[src/rtl/gpr_writeback_arbiter.sv]
// gpr_writeback_arbiter
// Writeback stage feeding the GPR file's single write port. Buffers one
// completed result per source (EXU, LSU), picks one per cycle with an
// LSU-priority / EXU anti-starvation policy, and drives the write port
// from registers. Writes to x0 and retire-only results are dropped from
// the write port but still counted as retired.
module gpr_writeback_arbiter #(
   parameter int ADDR_WIDTH = 5,
   parameter int DATA_WIDTH = 64
) (
   input  logic                  clk,
   input  logic                  rst_n,
   input  logic                  exu_valid,
   output logic                  exu_ready,
   input  logic                  exu_wen,
   input  logic [ADDR_WIDTH-1:0] exu_rd,
   input  logic [DATA_WIDTH-1:0] exu_data,
   input  logic                  lsu_valid,
   output logic                  lsu_ready,
   input  logic                  lsu_wen,
   input  logic [ADDR_WIDTH-1:0] lsu_rd,
   input  logic [DATA_WIDTH-1:0] lsu_data,
   output logic                  gpr_w_en,
   output logic [ADDR_WIDTH-1:0] gpr_w_addr,
   output logic [DATA_WIDTH-1:0] gpr_w_data,
   output logic [63:0]           retire_cnt,
   output logic                  busy
);

   localparam logic [1:0] STREAK_MAX = 2'd3;

   // Holding slots (stage p0): one buffered result per source
   logic                  exu_vld_p0;
   logic                  exu_wen_p0;
   logic [ADDR_WIDTH-1:0] exu_rd_p0;
   logic [DATA_WIDTH-1:0] exu_data_p0;
   logic                  lsu_vld_p0;
   logic                  lsu_wen_p0;
   logic [ADDR_WIDTH-1:0] lsu_rd_p0;
   logic [DATA_WIDTH-1:0] lsu_data_p0;

   logic [1:0]            lsu_streak;
   logic                  grant_exu;
   logic                  grant_lsu;
   logic                  exu_hs;
   logic                  lsu_hs;
   logic                  sel_wen;
   logic [ADDR_WIDTH-1:0] sel_rd;
   logic [DATA_WIDTH-1:0] sel_data;
   logic [63:0]           cnt_q;

   // Arbitration looks only at slot state so ready never depends on valid
   always_comb begin
      grant_exu = exu_vld_p0 && (!lsu_vld_p0 || (lsu_streak == STREAK_MAX));
      grant_lsu = lsu_vld_p0 && !grant_exu;
   end

   // A slot can take a new result when empty or when it drains this cycle
   assign exu_ready = rst_n && (!exu_vld_p0 || grant_exu);
   assign lsu_ready = rst_n && (!lsu_vld_p0 || grant_lsu);
   assign exu_hs    = exu_valid && exu_ready;
   assign lsu_hs    = lsu_valid && lsu_ready;

   // Slot occupancy: a handshake wins over a grant so the slot is reloaded
   always_ff @(posedge clk or negedge rst_n) begin
      if (!rst_n) begin
         exu_vld_p0 <= 1'b0;
         lsu_vld_p0 <= 1'b0;
      end else begin
         if (exu_hs)         exu_vld_p0 <= 1'b1;
         else if (grant_exu) exu_vld_p0 <= 1'b0;
         if (lsu_hs)         lsu_vld_p0 <= 1'b1;
         else if (grant_lsu) lsu_vld_p0 <= 1'b0;
      end
   end

   // Slot payloads are qualified by the valid bits and need no reset
   always_ff @(posedge clk) begin
      if (exu_hs) begin
         exu_wen_p0  <= exu_wen;
         exu_rd_p0   <= exu_rd;
         exu_data_p0 <= exu_data;
      end
      if (lsu_hs) begin
         lsu_wen_p0  <= lsu_wen;
         lsu_rd_p0   <= lsu_rd;
         lsu_data_p0 <= lsu_data;
      end
   end

   // Count LSU wins while EXU is waiting; EXU takes the port after three
   always_ff @(posedge clk or negedge rst_n) begin
      if (!rst_n) begin
         lsu_streak <= 2'd0;
      end else if (grant_exu || !exu_vld_p0) begin
         lsu_streak <= 2'd0;
      end else if (grant_lsu && (lsu_streak != STREAK_MAX)) begin
         lsu_streak <= lsu_streak + 2'd1;
      end
   end

   // Select the granted slot's payload for the write port
   always_comb begin
      sel_wen  = exu_wen_p0;
      sel_rd   = exu_rd_p0;
      sel_data = exu_data_p0;
      if (grant_lsu) begin
         sel_wen  = lsu_wen_p0;
         sel_rd   = lsu_rd_p0;
         sel_data = lsu_data_p0;
      end
   end

   // Write port (stage p1): one-cycle enable pulse per grant, x0 suppressed
   always_ff @(posedge clk or negedge rst_n) begin
      if (!rst_n) begin
         gpr_w_en   <= 1'b0;
         gpr_w_addr <= '0;
         gpr_w_data <= '0;
      end else if (grant_exu || grant_lsu) begin
         gpr_w_en   <= sel_wen && (sel_rd != '0);
         gpr_w_addr <= sel_rd;
         gpr_w_data <= sel_data;
      end else begin
         gpr_w_en   <= 1'b0;
      end
   end

   // Every grant retires a result, whether or not it writes a register
   always_ff @(posedge clk or negedge rst_n) begin
      if (!rst_n) begin
         cnt_q <= 64'd0;
      end else if (grant_exu || grant_lsu) begin
         cnt_q <= cnt_q + 64'd1;
      end
   end

   assign retire_cnt = cnt_q;
   assign busy       = exu_vld_p0 || lsu_vld_p0 || gpr_w_en;

endmodule

[config.mk]
export PLATFORM = sky130hd
export DESIGN_NAME = gpr_writeback_arbiter
export DESIGN_NICKNAME = d
export VERILOG_FILES = /design/src/rtl/gpr_writeback_arbiter.sv
export SDC_FILE = /design/constraint.sdc
export NUM_CORES = 1
export LEC_CHECK = 0
export BUFFER_PORTS_ARGS = -buffer_cell sky130_fd_sc_hd__buf_2
export CORE_ASPECT_RATIO = 1.1
export CORE_UTILIZATION = 53
export CTS_CLUSTER_DIAMETER = 80
export DETAILED_ROUTE_END_ITERATION = 8
export PLACE_DENSITY = 0.92
export SYNTH_ARGS = -nofsm -noshare
export SYNTH_HDL_FRONTEND = slang
export SYNTH_SLANG_ARGS = --single-unit
[constraint.sdc]
create_clock -name clk -period 5.19 [get_ports clk]
set_input_delay 0.519 -clock clk [delete_from_list [all_inputs] [get_ports clk]]
set_output_delay 0.519 -clock clk [all_outputs]
set_load 0.02 [all_outputs]
==> reports/summary.md, run 1 <==
The run gives -0.007282 ns as the final hold slack. Each instance of the synthesized netlist takes up on average 12.42 sq um. Post-detailed-route wirelength per cell: 19.41 um. The logs give 310.8 MHz for the fmax and 1390 for the number of fill cells.

The synthesized flop and latch total works out to 278. After synthesis, flip-flops and latches occupy 68.56% of the total area. In the final timing run, aggregate negative setup slack is 0 ns. For this run, the number of Yosys warnings is 0.

The tools report the maximum vdd drop as 343.3 uV. The signal on the critical path passes through ha_2, buf_4, nand3b_1, nor2b_4, buf_4. The via count of the first global-routing pass came out at 8372.

The number of levels in the clock H-tree was 1. The top-level port count is 281. The combined flip-flop and latch cell area came out at 0.007662 sq mm. The tools report the final instance area as 0.01372 sq mm.

TritonCTS built the clock tree. The number of endpoints with negative hold slack in the final report is 3. Sorting the synthesized cells by area gives the leading types as sky130_fd_sc_hd__edfxtp_1 38%, sky130_fd_sc_hd__dfrtp_1 31%, sky130_fd_sc_hd__o22ai_1 3.9%. The tools report the maximum number of pins on one net before global-route repair as 109. The clock power share was 38.0%; the number of search-and-repair iterations in the first detailed-routing pass was 5. The logs give 0 for the total of cells resized after clock tree synthesis and 0 for the total of hold buffers inserted after clock tree synthesis. From synthesis to final layout, the design area changed by 22.84%. Setup violations remaining at the end of the flow were counted as 0.

The setup path with the least slack is of type flop to flop. The tools report the utilization of the core after routing as 66.45%. At the pin with the least slew margin, the transition time is 1.073 ns. The final route contains 8436 vias.

The worst pin sits at a relative slew slack of 28.46%. Kind of end point of the critical path: a flop. The final reports fail on hold timing.

In this run the biggest area consumer among cell types represents 37.64% of the synthesized area. Routability-driven placement finished with a final weighted congestion of 0.9168. Counting instances in the post-synthesis netlist gives the leading cell types as 140 x sky130_fd_sc_hd__edfxtp_1, 138 x sky130_fd_sc_hd__dfrtp_1, 100 x sky130_fd_sc_hd__nor2_1. After clock tree synthesis, the setup repair step added 0 buffers.

The run gives 0 as the number of pins exceeding their max-slew limit in the final report. STA puts the critical path data arrival time at 3.40 ns. Of the cells placed in the final design, the portion with a size suffix greater than 1 is 31.18%. Global routing usage summed across all routing layers: 25.77%. Setup repair after global routing left no endpoint under its margin.

Dividing the final minimum period by the clock period gives 62.00%. The library cell contributing the largest single delay on the critical path is sky130_fd_sc_hd__nor2b_4. The reg-to-reg critical path startpoint is lsu_streak[0]$_DFFE_PN0P_.

The logs give 0.01387 ns for the worst clock skew and 6.117 nW for the leakage power figure. The power density normalized to cell area was 380.2 mW/mm^2; the maximum count of clock buffers along a single path was 3. Multi-input logic area: 0.003060 sq mm. Among all cell types in the netlist, the one instantiated most often is sky130_fd_sc_hd__edfxtp_1. The first global-routing pass estimated 43270 um of wire. The core region is 0.02064 sq mm.

The die covers 0.02166 sq mm. Including well taps, the total number of placed cells is 1397. Clock-pin slew reported for the worst setup and hold paths after clock tree synthesis: 0.06 ns. The minimum period implied by the final worst setup slack is 3.218 ns, and the floorplan die height is 154.2 um.

The number of routed nets with antenna violations came out at 0. Counting flops with a built-in enable in the synthesized netlist gives 140. In this run the worst path has a maximum fanout of 43.

The required time reported for the critical path endpoint is 5.38 ns, and the clock buffer count from CTS is 28. The switching power summed over all nets came out at 0.001377 W. In this run the worst setup path begins at lsu_streak[0]$_DFFE_PN0P_. For this block, the routed nets add up to 28170 um of wire. Across the run, the number of max-cap violations was 0. The wire-length estimate of the detail-placed layout is 18770 um.

In this design, the stage delay of the slowest critical-path cell is 0.60 ns. The placed instance area was 0.01279 sq mm. The cell type contributing the most total cell area after synthesis is sky130_fd_sc_hd__edfxtp_1. The via-per-instance ratio was 5.814; the net switching share of the total power was 26.40%.

The synthesized netlist contains 41 unique library cells. The clock latency on the worst-skew pair is 0.54 ns. The die is 140.4 um wide.

For the internal portion of total power, the log shows 0.003839 W. The run finished, with violations left. The initial utilization of the core area, before any placement, comes to 54.10%.

The post-synth design cell area is 0.01117 sq mm. The number of antenna violations at the first check in global routing is 3. The cell count after synthesis was 899; the number of DRC markers after the initial detailed-route iteration was 486. The class of the tightest hold or removal check is input pin to asynchronous set/reset pin. For the global route total overflow, the log shows 0.

The most numerous cell type found on the critical path is sky130_fd_sc_hd__buf_4. The combinational cell fraction of total power was 11.9%. The clock net in this run drives a total of 278 sinks. The tools report the standard-cell row count as 55. The type of origin of the critical path was a flop. When the netlist entered floorplanning its net count stood at 1045.

The final layout contains 1317 nets. Per report_power, the sequential group accounts for 50.2% of the total. The top flip-flop cell by instance count after synthesis is sky130_fd_sc_hd__edfxtp_1. Buffers placed on the I/O ports in this run total 280. In the routed design, unresolved DRC markers number 0. The final cell count without fillers came out at 1451. Library cell used as clock root buffer: sky130_fd_sc_hd__clkbuf_16. The proportion of synthesized flip-flops having asynchronous set or reset came out at 49.64%.
power by group through the flow:
stage	clock, W	combinational (W)	sequential, W
detailed placement	0	0.000617	0.00265
global placement	0	0.000588	0.00265
finish	0.00198	0.000619	0.00262
floorplan	0	0.000259	0.00273
global route	0.00210	0.000671	0.00263
CTS	0.00201	0.000621	0.00261
worst paths after layout:
path | slack [ns] | depth (start not counted) | endpoint
worst max-delay path | 1.97 | 5 | exu_data_p0[23]$_DFFE_PP_
worst min-delay path | -0.007 | 1 | gpr_w_addr[0]$_DFFE_PN0P_
worst max register to register | 1.97 | 5 | exu_data_p0[23]$_DFFE_PP_
worst min register to register | 0.44 | 1 | lsu_streak[0]$_DFFE_PN0P_
max in group asynchronous | 3.89 | 2 | retire_cnt[1]$_DFFE_PN0P_
min in group clk | 0.15 | 1 | lsu_data_p0[19]$_DFFE_PP_
per-stage QoR:
stage	power [W]	setup slack (ns)
final	0.005216	1.972
after global routing	0.005399	1.753
after CTS	0.005244	1.953
after detailed placement	0.003268	1.984
after global placement	0.003234	2.123
after floorplan	0.002990	0.5521
worst max-delay path: cells and delay by family (launching register included):
kind	cells	cell delay, ns
buffers and inverters	2	1.01
AND/OR/NAND/NOR	2	0.86
adder cells (fa/ha/maj)	1	0.57
flip-flops	1	0.36
flip-flops by register name (all words and copies together) (netlist names):
register and flops:
gpr_w_en 1, gpr_w_data 64, exu_wen_p0 1, exu_rd_p0 5
lsu_data_p0 64, gpr_w_addr 5, exu_vld_p0 1, lsu_wen_p0 1
lsu_streak 2, retire_cnt 64, lsu_rd_p0 5, exu_data_p0 64
lsu_vld_p0 1
cell families (layout without fill, tap and decap cells):
kind of cell	after synthesis	after routing	share of synthesized area (%)
DFF	278	278	68.56
and+or+nand+nor	229	229	10.81
adders and majority gates	2	2	0.2240
other	0	2	0
xor gates and xnor gates	63	63	4.941
muxes	6	6	0.6049
AOI/OAI and AO/OA	201	201	10.64
buffers and inverters	120	414	4.212
layout make-up:
cell class,instances,area share (%)
flip-flops and latches,278,55.85
multi-input cells,501,22.31
repair buffers,289,10.75
clock buffers,35,5.746
well taps,256,2.335
inverters,73,1.997
clock inverters,17,0.9758
diodes,2,0.03648
routing by layer:
metal | GRT usage [%] | share of wire, % | vias up
met5 | 0 | 0.046 | -
met4 | 10.57 | 3.7 | 2
met3 | 5.170 | 8.7 | 89
met2 | 45.86 | 52 | 497
met1 | 30.57 | 36 | 4050
li1 | - | - | 3798
layout by cell type, fill, tap and decap left out, drive strengths merged, types with 10 or more instances in the layout:
cell,count
nand3,22
nand4,26
xnor2,33
nor3,13
clkinv,10
a31oi,64
inv,76
o22ai,69
buf,289
edfxtp,140
a21oi,64
nand2,30
dfrtp,138
xor2,30
nor2,100
clkbuf,35
nor4,14
Note: power is estimated with default switching activity, not from simulation.
==> run 2, diff against run 1 <==
- ABC_AREA: unset -> 1
- clock period: 5.19 -> 3 ns (I/O delays scaled with it)
==> run 2 against run 1 <==
Against the previous run: utilization is 7.2 points higher; sequential share of layout area is 5.5 points lower; largest power group unchanged; combinational power is 130% higher; critical endpoint is now gpr_w_en$_DFF_PN0_; synthesized cell count is 17% higher; the flow now finishes without violations; count of clock-buffer cells in the layout is 3 higher; highest routed layer is now met4; die area hardly changed; largest cell class unchanged; cell count is 22% higher; via count is 23% higher; wire length is 45% higher; non-clock buffer count is 139 higher.
==> reports/summary.md, run 2 <==
The flow ran to the end, and the final reports show no timing, DRC or antenna violations. The logs give 0.006773 W (+76%) for the internal portion of total power and 0.50 ns (-1.48 ns) for the worst-case register-to-register setup slack. In the layout the commonest cells are 359 x sky130_fd_sc_hd__nand2_1, 279 x sky130_fd_sc_hd__buf_2, 141 x sky130_fd_sc_hd__dlygate4sd3_1, 140 x sky130_fd_sc_hd__edfxtp_1, 138 x sky130_fd_sc_hd__dfrtp_1.

Reg-to-reg critical path startpoint: lsu_streak[0]$_DFFE_PN0P_. The via count of the first global-routing pass was 10690 (+28%); the worst-case headroom to the max-slew limit was 36.05% (+7.6 points). The tools report the first-pass GRT wire length as 61110 um (+41%). The area of the core region came out at 0.02064 sq mm (unchanged). By area the synthesized netlist is led by sky130_fd_sc_hd__edfxtp_1 38%, sky130_fd_sc_hd__dfrtp_1 31%, sky130_fd_sc_hd__nand2_1 12%.

The floorplan die area came out at 0.02167 sq mm (about the same). The largest individual stage delay along the critical path comes from the cell sky130_fd_sc_hd__inv_2. The tools report the final instance area as 0.01521 sq mm (+11%). The minimum period implied by the final worst setup slack works out to 2.505 ns (-0.7129 ns). The logs give 68.51% (about the same) for the post-synthesis sequential area ratio and 3.42 ns (-1.96 ns) for the required time reported for the critical path endpoint. TritonCTS built the clock tree. The utilization of the core after routing is 73.67% (+7.2 points), and the power density normalized to cell area is 626.4 mW/mm^2 (+65%).

The fraction of layout cells with a size suffix above 1 works out to 23.59% (-7.6 points). For hold timing, the worst endpoint is lsu_vld_p0$_DFFE_PN0P_. For the global routing usage summed across all routing layers, the log shows 38.07% (+12 points). The worst hold path cell count was 3.

The power share of the sequential group is 48.2% (-2.0 points). The share of the synthesized area in the top cell type is 37.61% (about the same), and the maximum single-stage delay on the critical path is 0.70 ns (+0.10 ns). The port buffer count came out at 280 (unchanged). The floorplan die height is 154.3 um (about the same), and the count of flip-flops with a built-in enable after synthesis is 140 (unchanged).

The tools report the clock buffer count from CTS as 27 (-3.6%). The top flip-flop cell by instance count after synthesis is sky130_fd_sc_hd__edfxtp_1. The HPWL after detailed placement was 20910 um (+11%).

The run gives 0 (-3) as the number of endpoints with negative hold slack in the final report. The proportion of synthesized flip-flops having asynchronous set or reset is 49.64% (unchanged). For the total of hold buffers inserted after clock tree synthesis, the log shows 141 (+141). The setup path with the least slack is of type flop to flop.

The standard-cell row count came out at 55 (unchanged). The slew at the pin closest to its max-slew limit is 0.9593 ns (-0.1138 ns). The number of search-and-repair iterations in the first detailed-routing pass was 5 (unchanged). The library cell used as clock root buffer was sky130_fd_sc_hd__clkbuf_16. The tools report the post-CTS setup buffer count as 0 (unchanged).

Number of antenna violations at the first check in global routing: 3 (unchanged). The tools report the placed instance area as 0.01292 sq mm (+1.0%). The logs give 0 (unchanged) for the detailed-route DRC error count and 0 (unchanged) for the final setup violation count. The post-detailed-route wirelength per cell is 23.12 um (+19%). Endpoint of the worst-slack reg-to-reg timing path: gpr_w_en$_DFF_PN0_.

Starting utilization of the core area: 54.14% (about the same). The total number of nets in the final design was 1630 (+24%). The path class of the tightest hold or removal check is input pin to flop. The most frequently used cell type in the post-synthesis netlist was sky130_fd_sc_hd__nand2_1. The run gives 0.54 ns (about the same) as the clock latency on the worst-skew pair. The startpoint identified for the worst hold timing path is lsu_valid. The synthesized flop and latch total was 278 (unchanged). The number of sinks handled by clock tree synthesis came out at 278 (unchanged).

The total wirelength of the detailed-routed design was 40810 um (+45%); the die width was 140.5 um (about the same). The leakage power figure was 6.895 nW (+13%); the combinational cell fraction of total power was 15.1% (+3.2 points). Via-per-instance ratio: 5.864 (+0.86%). The distinct cell type count after synthesis was 32 (-22%).

The number of pins exceeding their max-slew limit in the final report is 0 (unchanged). Average instance area after synthesis: 10.65 sq um (-14%). The maximum number of pins on one net before global-route repair is 76 (-30%). The tools report the setup TNS as 0 ns (unchanged).

The net switching share of the total power is 28.91% (+2.5 points). The overall power of the completed layout is 0.009527 W (+83%), and the fmax is 399.2 MHz (+28%). The arrival time at the worst endpoint is 2.93 ns (-0.47 ns), and the total of cells resized after clock tree synthesis is 0 (unchanged). The run gives 755.8 uV (+120%) as the maximum vdd drop. The top-level port count is 281 (unchanged), and the combined buffer and inverter count along the critical path is 2 (unchanged). The depth of the worst register-to-register path came out at 9 (+4). The maximum count of clock buffers along a single path was 3 (unchanged); the post-route fraction of the period consumed by the critical path was 83.49% (+21 points). The count of maximum capacitance violations came out at 0 (unchanged). Clock-pin slew reported for the worst setup and hold paths after clock tree synthesis: 0.08 ns (+0.02 ns). Post-synth net total: 1195 (+14%). The global route total overflow is 0 (unchanged). Family with the most delay on the worst path: buffers and inverters.

For the worst clock skew, the log shows 0.02220 ns (+0.008329 ns). The final hold slack was 0.1146 ns (+0.1219 ns); the post-synth design cell area was 0.01118 sq mm (about the same). The tools report the number of levels in the clock H-tree as 1 (unchanged). For the number of DRC markers after the initial detailed-route iteration, the log shows 1353 (+180%). The most numerous cell type found on the critical path is sky130_fd_sc_hd__nor2_1. The switching power summed over all nets is 0.002754 W (+100%). The largest total area in the synthesized netlist belongs to sky130_fd_sc_hd__edfxtp_1.

The worst setup path is launched from a flop. Ranked by instance count, the synthesized netlist is headed by 359 x sky130_fd_sc_hd__nand2_1, 140 x sky130_fd_sc_hd__edfxtp_1, 138 x sky130_fd_sc_hd__dfrtp_1. The kind of end point of the critical path was a flop.

The total number of yosys warnings came out at 0 (unchanged). The most critical setup path has its startpoint at lsu_streak[0]$_DFFE_PN0P_. Cell count after synthesis: 1049 (+17%). The signal on the critical path passes through ha_1, inv_1, o21ai_2, inv_2, nand2_1, o21ai_0, nand3_1, nor2_1, nor2_1.

The library cell used most frequently in the layout, excluding fill and tap cells, is sky130_fd_sc_hd__nand2_1. The number of routed nets with antenna violations was 0 (unchanged); the via count of the routed design was 10350 (+23%). The placer's final routability congestion estimate is 0.9848 (+7.4%), and the relative area change from synthesis to final layout is 36.07%.

The highest fanout seen on the critical path was 50 (+16%). Setup repair after global routing left no endpoint under its margin. For the clock power share, the log shows 36.7% (-1.3 points).
==> run 2: cell types whose count changed in the layout (fill, tap and decap cells not counted), moves of 64 or more <==
cell,change
sky130_fd_sc_hd__nand2_1,+330
sky130_fd_sc_hd__dlygate4sd3_1,+141
sky130_fd_sc_hd__nand3_1,+74
sky130_fd_sc_hd__o22ai_1,-69
sky130_fd_sc_hd__a21oi_1,-64
sky130_fd_sc_hd__a31oi_1,-64
==> run 2: power groups by stage <==
stage,registers (W),clock network (W),logic (W)
floorplan,0.00481,0,0.000390
global route,0.00460,0.00365,0.00149
global placement,0.00458,0,0.00111
detailed placement,0.00459,0,0.00117
CTS,0.00453,0.00340,0.00133
finish,0.00459,0.00350,0.00144
==> run 2: cell type report <==
type	instances	area, sq um
diodes	4	10.01
clock buffers	38	726.9
clock inverters	12	140.1
fillers	1222	5436
inverters	69	259.0
multi-input cells	680	3198
flip-flops and latches	278	7657
well taps	256	320.3
repair buffers	428	2897
==> run 2: routing by layer <==
| layer | vias up | GRT usage (%) | wire length, um | share of wire, % |
|---|---|---|---|---|
| li1 | 4297 | - | - | - |
| met1 | 4778 | 45.31 | 13590 | 33 |
| met2 | 1012 | 62.36 | 19110 | 47 |
| met3 | 263 | 9.319 | 4878 | 12 |
| met4 | 0 | 24.38 | 3235 | 7.9 |
| met5 | - | 0 | 0 | 0 |
==> run 2: per-stage QoR <==
stage                     setup WS [ns]  std cells
after floorplan                  0.4950       1049
after global placement           0.9236       1570
after detailed placement         0.7965       1570
after CTS                        0.6899       1761
after global routing             0.3665       1764
final                            0.4952       1765
==> run 2: how the worst max path moves through the flow <==
| stage | depth (start not counted) | slack (ns) | endpoint |
|---|---|---|---|
| after floorplan | 7 | 0.50 | lsu_data_p0[0]$_DFFE_PP_ |
| after global placement | 7 | 0.92 | lsu_data_p0[53]$_DFFE_PP_ |
| after detailed placement | 9 | 0.80 | gpr_w_en$_DFF_PN0_ |
| after CTS | 8 | 0.69 | exu_ready |
| after global routing | 9 | 0.37 | gpr_w_en$_DFF_PN0_ |
| final | 9 | 0.50 | gpr_w_en$_DFF_PN0_ |
==> run 2: kinds of logic (layout without fill, tap and decap cells) <==
logic type                 Yosys count  count (layout)  share of synthesized area (%)
AOI/OAI and AO/OA                   19              19                         0.9403
xor gates and xnor gates            46              46                          3.605
adders and majority gates            2               2                         0.2239
buffers and inverters               91             547                          3.112
DFF                                278             278                          68.51
other                                0               4                              0
and+or+nand+nor                    613             613                          23.61
==> run 2: worst reg2reg max path, stage by stage (launching register included) <==
cell and delay, ns:
sky130_fd_sc_hd__dfrtp_1 0.41, sky130_fd_sc_hd__ha_1 0.20, sky130_fd_sc_hd__inv_1 0.18, sky130_fd_sc_hd__o21ai_2 0.16
sky130_fd_sc_hd__inv_2 0.70, sky130_fd_sc_hd__nand2_1 0.17, sky130_fd_sc_hd__o21ai_0 0.21, sky130_fd_sc_hd__nand3_1 0.17
sky130_fd_sc_hd__nor2_1 0.14, sky130_fd_sc_hd__nor2_1 0.05
